===== config.mk =====
export PLATFORM = sky130hd
export DESIGN_NAME = pipe_stage_reg
export DESIGN_NICKNAME = d
export VERILOG_FILES = /design/src/rtl/pipe_stage_reg.sv
export SDC_FILE = /design/constraint.sdc
export NUM_CORES = 1
export LEC_CHECK = 0
export BUFFER_PORTS_ARGS = -buffer_cell sky130_fd_sc_hd__buf_2
export CORE_ASPECT_RATIO = 0.6
export CORE_MARGIN = 2
export CORE_UTILIZATION = 40
export CTS_CLUSTER_SIZE = 16
export DETAILED_ROUTE_END_ITERATION = 16
export HOLD_SLACK_MARGIN = 0.12
export MAX_ROUTING_LAYER = met4
export PLACE_DENSITY = 0.7
export REMOVE_ABC_BUFFERS = 1
export SLEW_MARGIN = 20
export SYNTH_ARGS = -nofsm -noshare
export SYNTH_HDL_FRONTEND = slang
export SYNTH_SLANG_ARGS = --single-unit

===== constraint.sdc =====
create_clock -name i_clk -period 2.5 [get_ports i_clk]
set_input_delay 0 -clock i_clk [delete_from_list [all_inputs] [get_ports i_clk]]
set_output_delay 0 -clock i_clk [all_outputs]
set_load 0.02 [all_outputs]

===== src/rtl/pipe_stage_reg.sv =====
// pipe_stage_reg: valid/ready pipeline register with flush, optional skid entry
// and saturating stall counter.
module pipe_stage_reg #(
    parameter int               WIDTH  = 96,
    parameter logic [WIDTH-1:0] BUBBLE = WIDTH'({32'h00000013, 64'h0}),
    parameter bit               SKID   = 1'b1,
    parameter int               CNT_W  = 16
) (
    input  logic             i_clk,
    input  logic             i_rst_n,
    input  logic             i_valid,
    output logic             o_ready,
    input  logic [WIDTH-1:0] i_data,
    output logic             o_valid,
    input  logic             i_ready,
    output logic [WIDTH-1:0] o_data,
    input  logic             i_flush,
    output logic [CNT_W-1:0] o_stall_cnt
);
    logic             main_valid, main_valid_d;
    logic [WIDTH-1:0] main_data, main_data_d;
    logic             skid_valid, skid_valid_d;
    logic [WIDTH-1:0] skid_data, skid_data_d;
    logic             in_xfer, out_xfer;

    // With a skid entry, ready depends only on the skid flop, never on i_ready.
    assign o_ready  = SKID ? ~skid_valid : (~main_valid | i_ready);
    assign in_xfer  = i_valid & o_ready;
    assign out_xfer = main_valid & i_ready;
    assign o_valid  = main_valid;
    assign o_data   = main_data;

    always_comb begin
        main_valid_d = main_valid;
        main_data_d  = main_data;
        skid_valid_d = skid_valid;
        skid_data_d  = skid_data;
        if (i_flush) begin
            main_valid_d = 1'b0;
            main_data_d  = BUBBLE;
            skid_valid_d = 1'b0;
            skid_data_d  = BUBBLE;
        end else if (SKID && main_valid && !out_xfer) begin
            if (in_xfer) begin
                skid_valid_d = 1'b1;
                skid_data_d  = i_data;
            end
        end else if (SKID && skid_valid) begin
            main_data_d  = skid_data;
            skid_valid_d = 1'b0;
            skid_data_d  = BUBBLE;
        end else if (in_xfer) begin
            main_valid_d = 1'b1;
            main_data_d  = i_data;
        end else if (out_xfer) begin
            main_valid_d = 1'b0;
            main_data_d  = BUBBLE;
        end
    end

    always_ff @(posedge i_clk or negedge i_rst_n) begin
        if (!i_rst_n) begin
            main_valid  <= 1'b0;
            main_data   <= BUBBLE;
            skid_valid  <= 1'b0;
            skid_data   <= BUBBLE;
            o_stall_cnt <= '0;
        end else begin
            main_valid <= main_valid_d;
            main_data  <= main_data_d;
            skid_valid <= skid_valid_d;
            skid_data  <= skid_data_d;
            if (main_valid && !i_ready && !(&o_stall_cnt))
                o_stall_cnt <= o_stall_cnt + 1'b1;
        end
    end
endmodule


==> reports/summary.txt <==
Worst Setup EP: skid_data[65]
HPWL after DPL: 13810 um
Post-synth EDFFs: 0
CP cell instances: nand2b_1, nor2_4, buf_4, nand2_1, o22a_1, dlygate4sd3_1
FF/Latch Area: 5263 um2
Clk slew on worst S/H paths: 0.06 ns
Static leakage: 0.005596 uW
GP Congestion: 0.8628
Highest-delay cell along the critical path: dlygate4sd3_1
R2r endpoint: skid_data[65]
Critical Path Sink Type: flop
WP depth: 6
Crit Path Category: reg2reg
Power density of the placed cells: 697.1 nW/um2
Die area: 22540 um2
Drt via density: 5.346
CP bufs+invs: 2
R2R Setup Slk: 0.15 ns
Hold Slack: 0.2840 ns
CTS tree: yes
Layout cells sized above 1: 27.43%
Vias in the first global route: 6658
Final Critical Period: 2.353 ns
Post-DRT Antenna Nets: 0
Global-route wire length before repair: 35990 um
Netlist Area Pre-Place: 8526 um2
Worst vdd ir: 0.0004443 V
CP required: 2.91 ns
Max Cap Viol: 0
Cell count after synthesis: 732
Skew-Pair Late Insertion Delay: 0.48 ns
Max H-tree Level: 1
GRT Util Overall: 20.71%
Outcome: finished, final reports clean
Met3 WL: 1465 um
Crit path max fanout: 44
Area leader, netlist: dfrtp_1
# fillers: 1777
TritonCTS Buffers: 20
Wire length on met1: 11460 um
Top cells by area, synth: dfrtp_1 60%, a22o_1 9.6%, a22oi_1 8.2%
Clk_skew: 0.003897 ns
HP Class: in2reg
Initial DRC count: 416
Synth warn: 0
Initial antenna violation count: 0
Asr flop ratio synth: 100.0%
Depth of the worst register-to-register path: 6
ANT cells: 0
Met2 wire length: 9619 um
Design area: 11680 um2
Final setup viols: 0
Die W: 192.5 um
Sink Count: 210
Top FF cell, synth: dfrtp_1
Largest net degree at the start of global routing: 101
Layout area overhead: 37.00%
Crit path largest cell delay: 0.55 ns
Routed len/inst: 17.41 um
Max Slew Vio Count: 0
Post-synthesis average cell area: 11.65 um2
Worst slew margin: 57.08%
Unrepaired setup endpoints after global routing: false
Synth Register Bits: 210
# DRC: 0
Post-synth top area share: 59.88%
Highest Signal Layer: met4
Core area: 20980 um2
Fmax: 424.9 MHz
CP startpoint kind: flop
Final Hold Viols: 0
Root Driver: clkbuf_16
Final Worst Setup Slack: 0.1466 ns
Post_cts resized: 0
Final wirelength: 22940 um
Arrival @ worst endpoint: 2.76 ns
Die H: 117.1 um
Slew at the pin closest to its max-slew limit: 0.6417 ns
Initial Util: 40.63%
Clk buf depth: 3
I/O pins: 215
Reg-to-Reg Start: skid_valid
Num rows: 41
# hold bufs at CTS: 106
Register area share after synthesis: 61.73%
CP startpoint: skid_valid
Yosys cell types: 44
Dpl cell area: 9856 um2
CP top delay family: buffers and inverters
Nets@finish: 1128
Remaining global-route overflow: 0
Post-CTS Setup Inserts: 0
I/O Buffers: 214
Multi-input gate area: 2930 um2
Pre-CTS WS: 0.6019 ns
Final Core Density: 55.67%
Vias: 7046
Final Cycle Share: 94.14%
Drt first pass iters: 7
[state kept, by name (all words and copies together) (netlist names)]
register / flops
skid_valid: 1
o_valid: 1
o_stall_cnt: 16
o_data: 96
skid_data: 96
[per-layer routing]
metal  track usage, %  vias up
met5                -        -
met4            4.122        0
met3            3.429       30
met2            29.21      259
met1            31.41     3468
li1                 -     3289
[placed cells by master, fill, tap and decap left out, types with 20 or more instances in the layout]
master and count:
buf_2 213, dfrtp_1 204, dlygate4sd3_1 105, nand2_1 102, a22oi_1 93, a22o_1 93, o21ai_0 77, clkbuf_16 21
o21ai_1 20
[power breakdown]
part	switching [uW]	internal, uW
Sequential	132	3570
Combinational	620	420
Clock	1280	2120
Total	2030	6110
[metrics by stage]
stage	setup TNS (ns)	cells	power (uW)
final	0	1318	8142
after floorplan	-368.27	669	4194
after CTS	0	1318	8248
after global routing	0	1318	8493
after detailed placement	0	1177	4669
after global placement	0	1177	4655
[final cells by class]
cell class,instances,share of cell area [%]
clock buffer,29,5.270
clock inverter,6,1.114
inverter,2,0.06427
multi-input combinational,457,25.09
sequential,210,45.06
tap,279,2.989
timing repair buffer,335,20.42
[synthesized netlist by cell type, types with 2 or more instances]
cell type,number
dfrtp_1,204
o22ai_1,3
buf_2,14
or2_2,3
buf_6,8
clkbuf_2,7
nand2_1,102
xor2_1,9
a21oi_1,3
dfstp_2,6
a22o_1,93
and3_1,2
nor3_1,6
a22oi_1,93
nand2b_1,3
buf_1,3
nor2_1,8
o21ai_0,77
nand4_1,5
o21ai_1,20
inv_1,2
nand3_1,5
nor4_2,2
clkbuf_1,21
mux2_2,3
o22a_1,3
buf_4,10
[logic make-up (layout without fill, tap and decap cells)]
family / after synthesis / in the layout / share of synthesized area, %
compound gates: 298 / 298 / 24.74
flops: 210 / 210 / 61.73
simple gates: 145 / 145 / 7.646
buf+inv: 65 / 372 / 4.315
xor+xnor: 10 / 10 / 1.027
mux: 3 / 3 / 0.3962
fa+ha+maj: 1 / 1 / 0.1467
[worst reg2reg max path, cell delays in order (launching register included)]
cell	delay (ns)
dfrtp_1	0.46
nand2b_1	0.25
nor2_4	0.12
buf_4	0.46
nand2_1	0.21
o22a_1	0.23
dlygate4sd3_1	0.55
[worst min-delay path by stage]
stage / from / to / cells past startpoint
finish: i_data[20] / skid_data[20] / 3
floorplan: i_rst_n / o_data[0] / 0
global placement: i_rst_n / skid_data[1] / 1
global route: i_data[75] / skid_data[75] / 3
detailed placement: i_rst_n / o_data[1] / 1
CTS: i_data[26] / skid_data[26] / 3
Power figures use the tool's default switching activity.
